<file path="config.mk">
export PLATFORM = sky130hd
export DESIGN_NAME = hps_gp_bridge
export DESIGN_NICKNAME = d
export VERILOG_FILES = /design/src/rtl/hps_gp_bridge.sv
export SDC_FILE = /design/constraint.sdc
export NUM_CORES = 1
export LEC_CHECK = 0
export ABC_CLOCK_PERIOD_IN_PS = 3100
export BUFFER_PORTS_ARGS = -buffer_cell sky130_fd_sc_hd__buf_4
export CAP_MARGIN = 40
export CORE_MARGIN = 3
export CORE_UTILIZATION = 54
export DETAILED_ROUTE_END_ITERATION = 10
export GPL_TIMING_DRIVEN = 0
export HOLD_SLACK_MARGIN = 0.06
export PLACE_DENSITY = 0.84
export SYNTH_ARGS = -nofsm -noshare
export SYNTH_HDL_FRONTEND = slang
export SYNTH_SLANG_ARGS = --single-unit
</file>
<file path="constraint.sdc">
create_clock -name clk -period 3.1 [get_ports clk]
set_input_delay 0.775 -clock clk [delete_from_list [all_inputs] [get_ports clk]]
set_output_delay 0.775 -clock clk [all_outputs]
set_load 0.02 [all_outputs]
</file>
<file path="src/rtl/hps_gp_bridge.sv">
// rtl/hps_gp_bridge.sv - HPS GP register pair to CPC byte register bus command bridge
//
// Purpose: takes toggle-flagged commands from the HPS gp_out word, runs each one
// as a single read or write on the byte-wide FPGA register bus, and reports status
// and read data on gp_in. With GP_BRIDGE_EVT_FIFO_EN defined, an event FIFO is
// present and address 0xFF is reserved: a read pops one byte, a write clears overflow.
//
// Ports:
//   clk, reset          system clock, synchronous active-high reset
//   gp_out[31:0]        HPS command word (asynchronous to clk)
//   gp_in[31:0]         HPS status word {ack_tog, ovf, err, level[4:0], addr, 8'h0, rdata}
//   bus_addr, bus_wdata register address / write data, held from strobe to completion
//   bus_we, bus_re      one-cycle write / read strobes
//   bus_rdata, bus_ack  read data and completion from the register bus
//   evt_valid, evt_data event byte push
//   evt_ready           event FIFO not full

module hps_gp_bridge #(
  parameter int TIMEOUT    = 255,
  parameter int FIFO_DEPTH = 16
) (
  input  logic        clk,
  input  logic        reset,
  input  logic [31:0] gp_out,
  output logic [31:0] gp_in,
  output logic [7:0]  bus_addr,
  output logic [7:0]  bus_wdata,
  output logic        bus_we,
  output logic        bus_re,
  input  logic [7:0]  bus_rdata,
  input  logic        bus_ack,
  input  logic        evt_valid,
  input  logic [7:0]  evt_data,
  output logic        evt_ready
);

  localparam logic [7:0] TO = 8'(TIMEOUT);

  typedef enum logic [1:0] {S_IDLE, S_STROBE, S_WAIT, S_DONE} state_t;

  state_t      state, state_nxt;
  logic [31:0] gp_meta, gp_sync;
  logic        tog_prev;
  logic        cmd_we;
  logic [7:0]  cmd_addr;
  logic [7:0]  cnt;
  logic        ack_tog, err_q;
  logic [7:0]  last_addr, rdata_q;
  logic        ovf;
  logic [4:0]  level;
  logic [7:0]  pop_data;
  logic        start, is_rsv, new_we;
  logic [7:0]  new_addr;
  logic        fin, fin_err;
  logic [7:0]  fin_rdata, fin_addr;
  logic        unused_gp;

  // Synchronizer is deliberately not reset so tog_prev can follow it during reset.
  always_ff @(posedge clk) begin
    gp_meta <= gp_out;
    gp_sync <= gp_meta;
  end

  assign unused_gp = ^{gp_sync[29:24], gp_sync[15:8]};
  assign start     = (state == S_IDLE) && (gp_sync[31] != tog_prev);
  assign new_we    = gp_sync[30];
  assign new_addr  = gp_sync[23:16];

  assign gp_in = {ack_tog, ovf, err_q, level, last_addr, 8'h00, rdata_q};

  always_comb begin
    state_nxt = state;
    bus_we    = 1'b0;
    bus_re    = 1'b0;
    fin       = 1'b0;
    fin_err   = 1'b0;
    fin_rdata = 8'h00;
    fin_addr  = cmd_addr;
    case (state)
      S_IDLE: begin
        if (start) begin
          fin_addr = new_addr;
          if (is_rsv) begin
            fin       = 1'b1;
            fin_rdata = new_we ? 8'h00 : pop_data;
            state_nxt = S_DONE;
          end else begin
            state_nxt = S_STROBE;
          end
        end
      end
      S_STROBE: begin
        bus_we = cmd_we;
        bus_re = ~cmd_we;
        if (bus_ack) begin
          fin       = 1'b1;
          fin_rdata = cmd_we ? 8'h00 : bus_rdata;
          state_nxt = S_DONE;
        end else begin
          state_nxt = S_WAIT;
        end
      end
      S_WAIT: begin
        if (bus_ack) begin
          fin       = 1'b1;
          fin_rdata = cmd_we ? 8'h00 : bus_rdata;
          state_nxt = S_DONE;
        end else if (cnt + 8'd1 == TO) begin
          fin       = 1'b1;
          fin_err   = 1'b1;
          fin_rdata = 8'hEE;
          state_nxt = S_DONE;
        end
      end
      S_DONE:  state_nxt = S_IDLE;
      default: state_nxt = S_IDLE;
    endcase
  end

  // gp_in result fields load on entry to DONE so they are visible during DONE.
  always_ff @(posedge clk) begin
    if (reset) begin
      state     <= S_IDLE;
      tog_prev  <= gp_sync[31];
      cmd_we    <= 1'b0;
      cmd_addr  <= 8'h00;
      bus_addr  <= 8'h00;
      bus_wdata <= 8'h00;
      cnt       <= 8'h00;
      ack_tog   <= 1'b0;
      err_q     <= 1'b0;
      last_addr <= 8'h00;
      rdata_q   <= 8'h00;
    end else begin
      state <= state_nxt;
      if (start) begin
        tog_prev <= gp_sync[31];
        cmd_we   <= new_we;
        cmd_addr <= new_addr;
        if (!is_rsv) begin
          bus_addr  <= new_addr;
          bus_wdata <= gp_sync[7:0];
        end
      end
      if (state == S_STROBE)
        cnt <= 8'h00;
      else if (state == S_WAIT)
        cnt <= cnt + 8'd1;
      if (fin) begin
        ack_tog   <= ~ack_tog;
        err_q     <= fin_err;
        last_addr <= fin_addr;
        rdata_q   <= fin_rdata;
      end
    end
  end

`ifdef GP_BRIDGE_EVT_FIFO_EN
  localparam int AW = $clog2(FIFO_DEPTH);

  logic [7:0]    mem [FIFO_DEPTH];
  logic [AW-1:0] wr_ptr, rd_ptr;
  logic          full, pop, push, pop_req, ovf_clr;

  assign is_rsv   = (new_addr == 8'hFF);
  assign pop_req  = start && is_rsv && !new_we;
  assign ovf_clr  = start && is_rsv && new_we;
  assign full     = (level == 5'(FIFO_DEPTH));
  assign pop      = pop_req && (level != 5'd0);
  // A pop in the same cycle frees the slot, so a push into a full FIFO still lands.
  assign push     = evt_valid && (!full || pop);
  assign evt_ready = !full;
  assign pop_data = (level != 5'd0) ? mem[rd_ptr] : 8'h00;

  always_ff @(posedge clk) begin
    if (push)
      mem[wr_ptr] <= evt_data;
  end

  always_ff @(posedge clk) begin
    if (reset) begin
      wr_ptr <= '0;
      rd_ptr <= '0;
      level  <= 5'd0;
      ovf    <= 1'b0;
    end else begin
      if (push) wr_ptr <= wr_ptr + AW'(1);
      if (pop)  rd_ptr <= rd_ptr + AW'(1);
      case ({push, pop})
        2'b10:   level <= level + 5'd1;
        2'b01:   level <= level - 5'd1;
        default: level <= level;
      endcase
      if (ovf_clr) ovf <= 1'b0;
      if (evt_valid && !push) ovf <= 1'b1;
    end
  end
`else
  localparam int unused_depth = FIFO_DEPTH;
  logic unused_evt;

  assign unused_evt = ^{evt_valid, evt_data, unused_depth[0]};
  assign is_rsv     = 1'b0;
  assign pop_data   = 8'h00;
  assign level      = 5'd0;
  assign ovf        = 1'b0;
  assign evt_ready  = 1'b0;
`endif

endmodule

</file>
==> reports/qor.yml, run 1 <==
yosys:
  seq_area_frac_synth: 0.569
  synth-xor-area-share: 0.0220
  synth_top_area_frac: 0.559
  synth_edf_count: 1
  synth-simple-area-share: 0.157
  synth_area_mm2: 0.00319
  yosysWarningCount: 0
  synth.area.mux_share: 0.0408
  synth_cell_type_count: 40
  synth_compound_area_frac: 0.116
  syn_avg_cell_area_um2: 10.1
  syn_inst: 314
  synthFlopType: "dfxtp_1"
  synth_top_family_by_area: "simple AND/OR/NAND/NOR gates"
  synth_top_area_cell: "dfxtp_1"
  yosys.area_share.adder: 0.0236
  synthTopCellsByArea: "dfxtp_1 56%, nand2_1 6.1%, a21oi_1 6.0%"
  ys_seq_elements: 90
  async_flop_share: 0
floorplanning:
  ios: 103
  die_x_um: 82.8
  start_util: 0.568
  die_area_mm2: 0.00686
  core_mm2: 0.00561
  placementRows: 27
  die_h_um: 82.8
pwr:
  cell_internal_pwr_mw: 1.90
  p_per_area_mw_per_mm2: 719
  ir_drop_mv: 0.599
  p_clk_frac: 0.266
  p_sw_frac: 0.342
  pwr-share-comb: 0.262
  leakage_nw: 1.76
  p_switching_uw: 987
  pwr-share-seq: 0.472
clock_network:
  clockBufferDepth: 2
  clk_pin_slew_ns: 0.10
  htree_levels: 3
  hold_buffers: 0
  post_cts_buffers: 0
  clock_sinks: 90
  cts_tree: "done"
  numCtsBuffers: 9
  post_cts_resize_count: 0
  cts-root-buf: "clkbuf_8"
  clk-insertion-delay-late_ns: 0.36
critical_path:
  reg2reg_depth: 7
  worstPathCellList: "ha_1 -> nand2_1 -> o31ai_1 -> o221a_1 -> buf_6 -> nand2_8 -> mux2_4"
  cp_slowest_stage_delay_ns: 0.53
  path_class: "reg -> reg"
  crit_required_ns: 3.36
  setup.worst_path.end_class: "flop"
  r2r_setup_slack_ns: 0.71
  cp_num_buf_inv: 1
  critical_path.startpoint_type: "flop"
  arrival_ns: 2.65
  slowest_stage: "dfxtp_1"
  r2r_end: "last_addr[7]"
  crit_family: "compound AO/OA/AOI/OAI gates"
  reg2reg_from: "cnt[0]"
  crit_fanout: 10
timing:
  setup_viol: 0
  slew_violations: 0
  rsz0062_at_grt: "no"
  post-route-period-util: 0.772
  max_freq_ghz: 0.418
  fin_worst_skew_ns: 0.00876
  post-route-min-period_ns: 2.39
  setup_tns_ns: 0
  hold_viol: 0
worst_hold_path:
  hold_depth: 0
  hold_end: "gp_sync[17]"
  min-delay-start: "gp_meta[17]"
  min_path_type: "reg -> reg"
cells_and_area:
  syn_to_final_growth_pct: 25.7
  finalInstanceArea_mm2: 0.00401
  layout-drive-gt1-share: 0.277
  nFillCells: 423
  num-nets-final: 461
  antenna_cells: 0
routing:
  viasPerCell: 4.79
  vias: 2298
  drt_iter0_drc: 139
  wl_per_cell_um: 12.8
  drcViolationCount: 0
  ant_nets: 0
  first_pass_iters: 4
  drt-total-wl_um: 6150
grt:
  antenna_found_initial: 0
  track_usage: 0.188
  first_global_vias: 2226
  overflow: 0
  grt_start_max_net_pins: 19
  grt_pass1_wl_um: 10400
run_status:
  status: "finished clean"
run:
  max-cap-violations: 0
placement:
  place_area_mm2: 0.00381
  dpl.hpwl_um: 4480
  place.port_buffers: 64
  routabilityCongestion: 0.869
## synth_stat cells (2+ instances only)
master / instances
nor2_1: 13
mux2_4: 8
buf_4: 17
nand2b_1: 6
ha_1: 6
nand2_1: 52
nor3_1: 2
inv_1: 6
xnor2_1: 4
o21ai_0: 6
buf_6: 2
clkbuf_1: 10
o211ai_1: 2
buf_2: 2
dfxtp_1: 89
and2_1: 2
nor2b_1: 10
xor2_1: 4
a21oi_1: 38
nand3_1: 4
and3_1: 2
a211oi_1: 7
nand4_1: 5
## logic make-up (layout without fill, tap and decap cells)
group / after synthesis / in the layout
AOI/OAI and AO/OA: 60 / 60
xor gates and xnor gates: 8 / 8
adders and majority gates: 6 / 6
buffers and inverters: 38 / 118
DFF: 90 / 90
muxes: 9 / 9
other: 1 / 15
and+or+nand+nor: 102 / 102
## power by group through the flow
| stage | sequential, mW | clock [mW] | combinational, mW |
|---|---|---|---|
| global placement | 1.38 | 0 | 0.731 |
| floorplan | 1.43 | 0 | 0.457 |
| global route | 1.37 | 0.829 | 0.844 |
| detailed placement | 1.38 | 0 | 0.753 |
| finish | 1.36 | 0.766 | 0.756 |
| CTS | 1.36 | 0.785 | 0.758 |
## area by class of cell
| class | instances | area (um2) | area share |
|---|---|---|---|
| plain buffers | 32 | 201 | 0.0503 |
| clock buffers | 9 | 124 | 0.0309 |
| clock inverters | 7 | 72.6 | 0.0181 |
| inverters | 6 | 22.5 | 0.00562 |
| multi-input cells | 200 | 1200 | 0.300 |
| flip-flops and latches | 90 | 1810 | 0.452 |
| well taps | 72 | 90.1 | 0.0225 |
| repair buffers | 64 | 480 | 0.120 |
## through the flow
stage | setup WS [ns] | util | hold slack, ns | instances | total power [mW]
2_1_floorplan | 1.01 | - | 0.310 | 328 | 1.89
5_1_grt | 0.545 | 0.714 | 0.329 | 480 | 3.05
4_1_cts | 0.726 | 0.714 | 0.330 | 480 | 2.90
3_3_place_gp | 0.776 | 0.679 | 0.310 | 464 | 2.11
3_5_place_dp | 0.751 | 0.679 | 0.312 | 464 | 2.14
6_report | 0.708 | 0.714 | 0.333 | 480 | 2.88
## state kept, by name, indices dropped and copies added (netlist names)
| signal | flops |
|---|---|
| rdata_q | 8 |
| last_addr | 8 |
| state | 2 |
| cmd_we | 1 |
| bus_addr | 8 |
| gp_meta | 18 |
| ack_tog | 1 |
| err_q | 1 |
| gp_sync | 18 |
| tog_prev | 1 |
| cmd_addr | 8 |
| bus_wdata | 8 |
| cnt | 8 |
## placed cells by master, fill, tap and decap left out, drive strengths merged, types with 2 or more instances in the layout
cell,n
o211ai,2
clkbuf,19
o21ai,6
clkinv,3
xnor2,4
mux2,8
inv,9
nor2b,10
nand2b,6
a21oi,38
and3,2
buf,86
dfxtp,89
nor2,13
conb,15
nand2,53
xor2,4
nand4,5
nand3,4
and2,2
ha,6
a211oi,7
nor3,2
## layer usage
metal / share of wire / track usage
met1: 0.43 / 0.217
met2: 0.49 / 0.321
met3: 0.059 / 0.0595
met4: 0.019 / 0.0758
met5: 0 / 0
## how the worst max path moves through the flow
stage	startpoint	to	slack, ns	cells after the start
3_3_place_gp	cnt[0]	last_addr[2]	0.78	7
6_report	cnt[0]	last_addr[7]	0.71	7
5_1_grt	cnt[0]	last_addr[1]	0.55	7
2_1_floorplan	cnt[0]	last_addr[0]	1.01	7
4_1_cts	cnt[0]	last_addr[7]	0.73	7
3_5_place_dp	cnt[0]	last_addr[7]	0.75	7
Power figures use the tool's default switching activity.
==> run 2: changes to the inputs <==
==> config.mk (replaced) <==
export PLATFORM = sky130hd
export DESIGN_NAME = hps_gp_bridge
export DESIGN_NICKNAME = d
export VERILOG_FILES = /design/src/rtl/hps_gp_bridge.sv
export SDC_FILE = /design/constraint.sdc
export NUM_CORES = 1
export LEC_CHECK = 0
export ABC_CLOCK_PERIOD_IN_PS = 2200
export BUFFER_PORTS_ARGS = -buffer_cell sky130_fd_sc_hd__buf_4
export CAP_MARGIN = 40
export CORE_MARGIN = 3
export CORE_UTILIZATION = 45
export DETAILED_ROUTE_END_ITERATION = 10
export GPL_TIMING_DRIVEN = 0
export HOLD_SLACK_MARGIN = 0.06
export PLACE_DENSITY = 0.75
export SYNTH_ARGS = -nofsm -noshare
export SYNTH_HDL_FRONTEND = slang
export SYNTH_SLANG_ARGS = --single-unit
==> constraint.sdc (replaced) <==
create_clock -name clk -period 2.2 [get_ports clk]
set_input_delay 0.55 -clock clk [delete_from_list [all_inputs] [get_ports clk]]
set_output_delay 0.55 -clock clk [all_outputs]
set_load 0.02 [all_outputs]
==> run 2 against run 1 <==
Maximum frequency up 13%; combinational power up 43%; cell area up 2.0%; register-to-register slack worse by 0.62 ns.
==> reports/qor.yml, run 2 (synthesis results as in run 1) <==
clock_network:
  cts_tree: "done"
  numCtsBuffers: 9  # unchanged
  cts-root-buf: "clkbuf_8"
  post_cts_buffers: 0  # unchanged
  clk_pin_slew_ns: 0.09  # about the same
  clk-insertion-delay-late_ns: 0.36  # about the same
  clockBufferDepth: 2  # unchanged
  clock_sinks: 90  # unchanged
  htree_levels: 3  # unchanged
placement:
  place.port_buffers: 64  # unchanged
  dpl.hpwl_um: 4610  # +2.9%
  place_area_mm2: 0.00384  # +0.79%
  routabilityCongestion: 0.759  # -13%
critical_path:
  setup.worst_path.end_class: "flop"
  crit_fanout: 10  # unchanged
  reg2reg_depth: 7  # unchanged
  critical_path.startpoint_type: "flop"
  crit_required_ns: 2.44  # -0.92 ns
  reg2reg_from: "cnt[1]"
  path_class: "reg -> reg"
  arrival_ns: 2.35  # -0.30 ns
  r2r_setup_slack_ns: 0.09  # -0.62 ns
  r2r_end: "last_addr[5]"
run_status:
  status: "finished clean"
cells_and_area:
  antenna_cells: 0  # unchanged
  finalInstanceArea_mm2: 0.00409  # +2.0%
  layout_common_cells: "87 x dfxtp_1, 81 x buf_4, 52 x nand2_1, 38 x a21oi_1, 15 x conb_1"
  syn_to_final_growth_pct: 28.2
  num-nets-final: 461  # unchanged
  final_common_cell: "dfxtp_1"
  layout-drive-gt1-share: 0.289  # +0.0123
  reg.largest.list: "gp_meta (18), gp_sync (18)"
routing:
  drcViolationCount: 0  # unchanged
  drt-total-wl_um: 6420  # +4.4%
  vias: 2357  # +2.6%
  ant_nets: 0  # unchanged
  first_pass_iters: 4  # unchanged
  drt_iter0_drc: 120  # -14%
  wl_per_cell_um: 12.7  # -0.57%
  viasPerCell: 4.68  # -2.3%
floorplanning:
  die_h_um: 90.2  # +8.9%
  ios: 103  # unchanged
  placementRows: 30  # +11%
  die_x_um: 90.2  # +8.9%
  start_util: 0.466  # -0.102
  die_area_mm2: 0.00813  # +18%
  core_mm2: 0.00683  # +22%
timing:
  max_freq_ghz: 0.474  # +13%
  setup_tns_ns: 0  # unchanged
  hold_viol: 0  # unchanged
  setup_viol: 0  # unchanged
  rsz0062_at_grt: "no"
  post-route-min-period_ns: 2.11  # -0.283 ns
  slew_headroom: 0.650
  slew_violations: 0  # unchanged
  fin_worst_skew_ns: 0.00884  # +0.0000829 ns
  tightest_slew_ns: 0.526
  post-route-period-util: 0.959  # +0.187
worst_hold_path:
  hold_end: "gp_meta[23]"
  min-delay-start: "gp_out[23]"
  hold_depth: 1  # +1
  min_path_type: "in -> reg"
grt:
  grt_pass1_wl_um: 10200  # -2.1%
  grt_start_max_net_pins: 17  # -2
  track_usage: 0.155  # -0.0323
  antenna_found_initial: 0  # unchanged
  first_global_vias: 2298  # +3.2%
  overflow: 0  # unchanged
pwr:
  power_mw: 4.24  # +47%
  p_per_area_mw_per_mm2: 1040  # +44%
  leakage_nw: 1.78  # +1.0%
  ir_drop_mv: 0.660  # +10%
run:
  max-cap-violations: 0  # unchanged
[run 2: final cells by class]
| class | count | area (um2) |
|---|---|---|
| Fill cell | 600 | 2750 |
| Sequential cell | 90 | 1810 |
| Multi-Input combinational cell | 200 | 1220 |
| Timing Repair Buffer | 64 | 480 |
| Buffer | 32 | 204 |
| Clock buffer | 10 | 128 |
| Tap cell | 96 | 120 |
| Clock inverter | 6 | 96.3 |
| Inverter | 6 | 22.5 |
[run 2: per-stage QoR]
stage,setup slack [ns],cells,utilization,hold slack (ns)
global placement,-0.129,488,0.562,0.310
CTS,0.0166,504,0.596,0.271
detailed placement,-0.244,488,0.562,0.313
global route,0.00681,504,0.598,0.276
floorplan,0.105,328,-,0.310
finish,0.0913,504,0.598,0.291
[run 2: worst max-delay path by stage]
stage	to	depth (start not counted)	startpoint	slack (ns)
after floorplan	last_addr[0]	7	cnt[0]	0.11
after global placement	last_addr[6]	7	cnt[0]	-0.13
after detailed placement	last_addr[6]	7	cnt[0]	-0.24
after CTS	bus_wdata[0]	7	tog_prev	0.02
after global routing	last_addr[5]	8	cnt[0]	0.007
final	last_addr[5]	7	cnt[1]	0.09
[run 2: per-layer routing]
metal / GRT usage / share of wire
met1: 0.169 / 0.42
met3: 0.0385 / 0.049
met2: 0.278 / 0.51
met4: 0.0829 / 0.024
met5: 0 / 0
[run 2: timing repair]
item,in CTS,in global routing
hold buffers,0,0
resized for setup,4,4
setup endpoints to repair,20,18
[run 2: worst max-delay path, stage by stage (launching register included)]
cell	delay, ns
dfxtp_2	0.43
ha_1	0.17
nand3_1	0.18
o31ai_4	0.35
o221a_1	0.27
buf_6	0.17
nand2_8	0.10
mux2_4	0.31
[run 2: power by group]
| part | switching, mW | total, mW | internal (mW) | leakage (nW) |
|---|---|---|---|---|
| Sequential | 0.107 | 1.92 | 1.81 | 0.746 |
| Clock | 0.586 | 1.24 | 0.654 | 0.109 |
| Combinational | 0.656 | 1.08 | 0.425 | 0.925 |
==> run 3: changes to the inputs <==
--- a/config.mk
+++ b/config.mk
@@ -8,12 +8,14 @@
 export ABC_CLOCK_PERIOD_IN_PS = 2200
 export BUFFER_PORTS_ARGS = -buffer_cell sky130_fd_sc_hd__buf_4
 export CAP_MARGIN = 40
+export CELL_PAD_IN_SITES_DETAIL_PLACEMENT = 0
+export CELL_PAD_IN_SITES_GLOBAL_PLACEMENT = 1
 export CORE_MARGIN = 3
-export CORE_UTILIZATION = 45
+export CORE_UTILIZATION = 34
 export DETAILED_ROUTE_END_ITERATION = 10
 export GPL_TIMING_DRIVEN = 0
 export HOLD_SLACK_MARGIN = 0.06
-export PLACE_DENSITY = 0.75
+export PLACE_DENSITY_LB_ADDON = 0.1
 export SYNTH_ARGS = -nofsm -noshare
 export SYNTH_HDL_FRONTEND = slang
 export SYNTH_SLANG_ARGS = --single-unit
==> run 3 against run 2 <==
Hold slack worse by 0.0022 ns; critical endpoint is now last_addr[1]; critical path type unchanged; via count decreased by 2.2%; critical path depth is the same; register-to-register slack gained 0.04 ns; routed wire length up 2.2%; cell area decreased by 0.40%.
==> reports/qor.yml, run 3 (synthesis results as in run 1) <==
worst_hold_path:
  min-delay-start: "gp_out[17]"
  hold_end: "gp_meta[17]"
  min_path_type: "in -> reg"
  hold_depth: 1  # unchanged
routing:
  viasPerCell: 4.48  # -4.3%
  drt_iter0_drc: 67  # -44%
  vias: 2306  # -2.2%
  ant_nets: 0  # unchanged
  drcViolationCount: 0  # unchanged
  wl_per_cell_um: 12.7  # about the same
  drt-total-wl_um: 6560  # +2.2%
  first_pass_iters: 4  # unchanged
cells_and_area:
  syn_to_final_growth_pct: 27.7
  final_util: 0.458  # -0.140
  layout-drive-gt1-share: 0.295  # +0.00562
  final_common_cell: "dfxtp_1"
  antenna_cells: 0  # unchanged
  num-nets-final: 460  # -0.22%
  layout_common_cells: "87 x dfxtp_1, 82 x buf_4, 52 x nand2_1, 38 x a21oi_1, 15 x conb_1"
  nFillCells: 864  # +44%
  reg.largest.list: "gp_meta (18), gp_sync (18)"
placement:
  routabilityCongestion: 0.778  # +2.5%
  dpl.hpwl_um: 4610  # about the same
  place.port_buffers: 64  # unchanged
floorplanning:
  die_h_um: 103  # +14%
  die_area_mm2: 0.0106  # +30%
  core_mm2: 0.00889  # +30%
  ios: 103  # unchanged
  die_x_um: 103  # +14%
  start_util: 0.358  # -0.108
  placementRows: 34  # +13%
timing:
  tightest_slew_ns: 0.528  # +0.00262 ns
  slew_headroom: 0.648  # -0.00175
  fin_worst_skew_ns: 0.0113  # +0.00244 ns
  rsz0062_at_grt: "no"
  slew_violations: 0  # unchanged
  post-route-period-util: 0.942  # -0.0169
  setup_viol: 0  # unchanged
  hold_viol: 0  # unchanged
  max_freq_ghz: 0.483  # +1.8%
  post-route-min-period_ns: 2.07  # -0.0371 ns
clock_network:
  clock_sinks: 90  # unchanged
  clockBufferDepth: 2  # unchanged
  numCtsBuffers: 9  # unchanged
  htree_levels: 3  # unchanged
  post_cts_buffers: 0  # unchanged
  clk-insertion-delay-late_ns: 0.35  # about the same
  hold_buffers: 0  # unchanged
  clk_pin_slew_ns: 0.10  # about the same
  post_cts_resize_count: 5  # +1
  cts_tree: "done"
  cts-root-buf: "clkbuf_8"
critical_path:
  reg2reg_depth: 7  # unchanged
  r2r_setup_slack_ns: 0.13  # +0.04 ns
  worstPathCellList: "ha_1 -> nand3_1 -> a2111oi_4 -> o221a_1 -> buf_6 -> nand2_8 -> mux2_4"
  setup.worst_path.end_class: "flop"
  arrival_ns: 2.31  # -0.04 ns
  slowest_stage: "dfxtp_2"
  critical_path.startpoint_type: "flop"
  crit_family: "compound AO/OA/AOI/OAI gates"
  path_class: "reg -> reg"
  cp_slowest_stage_delay_ns: 0.43  # about the same
  crit_required_ns: 2.44  # about the same
  cp_num_buf_inv: 1  # unchanged
  crit_fanout: 10  # unchanged
  r2r_end: "last_addr[1]"
  reg2reg_from: "cnt[1]"
grt:
  first_global_vias: 2236  # -2.7%
  track_usage: 0.130  # -0.0259
  antenna_found_initial: 0  # unchanged
  overflow: 0  # unchanged
  grt_pass1_wl_um: 10600  # +4.2%
  grt_start_max_net_pins: 20  # +3
run_status:
  status: "finished clean"
run:
  max-cap-violations: 0  # unchanged
pwr:
  p_per_area_mw_per_mm2: 1000  # -3.4%
  ir_drop_mv: 0.529  # -20%
  power_mw: 4.08  # -3.8%
  leakage_nw: 1.77  # -0.63%
-- run 3: per-stage QoR --
| step | hold WS, ns | std cells | setup WS (ns) | TNS (ns) | area, um2 |
|---|---|---|---|---|---|
| floorplan | 0.310 | 328 | 0.105 | 0 | 3240 |
| global placement | 0.310 | 500 | -0.158 | -1.38 | 3850 |
| detailed placement | 0.312 | 500 | -0.183 | -1.95 | 3850 |
| CTS | 0.267 | 515 | 0.0324 | 0 | 4050 |
| global route | 0.254 | 515 | 0.00392 | 0 | 4070 |
| finish | 0.289 | 515 | 0.128 | 0 | 4070 |
-- run 3: worst max-delay path by stage --
stage,start,end,slack (ns),cells past startpoint
floorplan,cnt[0],last_addr[0],0.11,7
global placement,cnt[0],last_addr[4],-0.16,7
detailed placement,cnt[0],last_addr[6],-0.18,7
CTS,tog_prev,last_addr[6],0.03,7
global route,cnt[1],last_addr[2],0.004,7
finish,cnt[1],last_addr[1],0.13,7
-- run 3: layout make-up --
| class | instances | area [um2] | share of cell area |
|---|---|---|---|
| Inverter | 6 | 22.5 | 0.00554 |
| Buffer | 31 | 203 | 0.0498 |
| Multi-Input combinational cell | 200 | 1220 | 0.300 |
| Timing Repair Buffer | 64 | 480 | 0.118 |
| Sequential cell | 90 | 1810 | 0.446 |
| Clock buffer | 10 | 138 | 0.0338 |
| Tap cell | 108 | 135 | 0.0332 |
| Clock inverter | 6 | 53.8 | 0.0132 |
-- run 3: report_power, final --
part           leakage [nW]  internal (mW)  switching [mW]
clock                0.0977          0.466           0.610
combinational         0.925          0.428           0.663
sequential            0.746           1.81           0.100
total                  1.77           2.71            1.37
-- run 3: routing by layer --
layer | GRT usage | routed length, um
met1 | 0.152 | 2840
met2 | 0.224 | 3220
met3 | 0.0440 | 441
met4 | 0.0388 | 69
met5 | 0 | 0
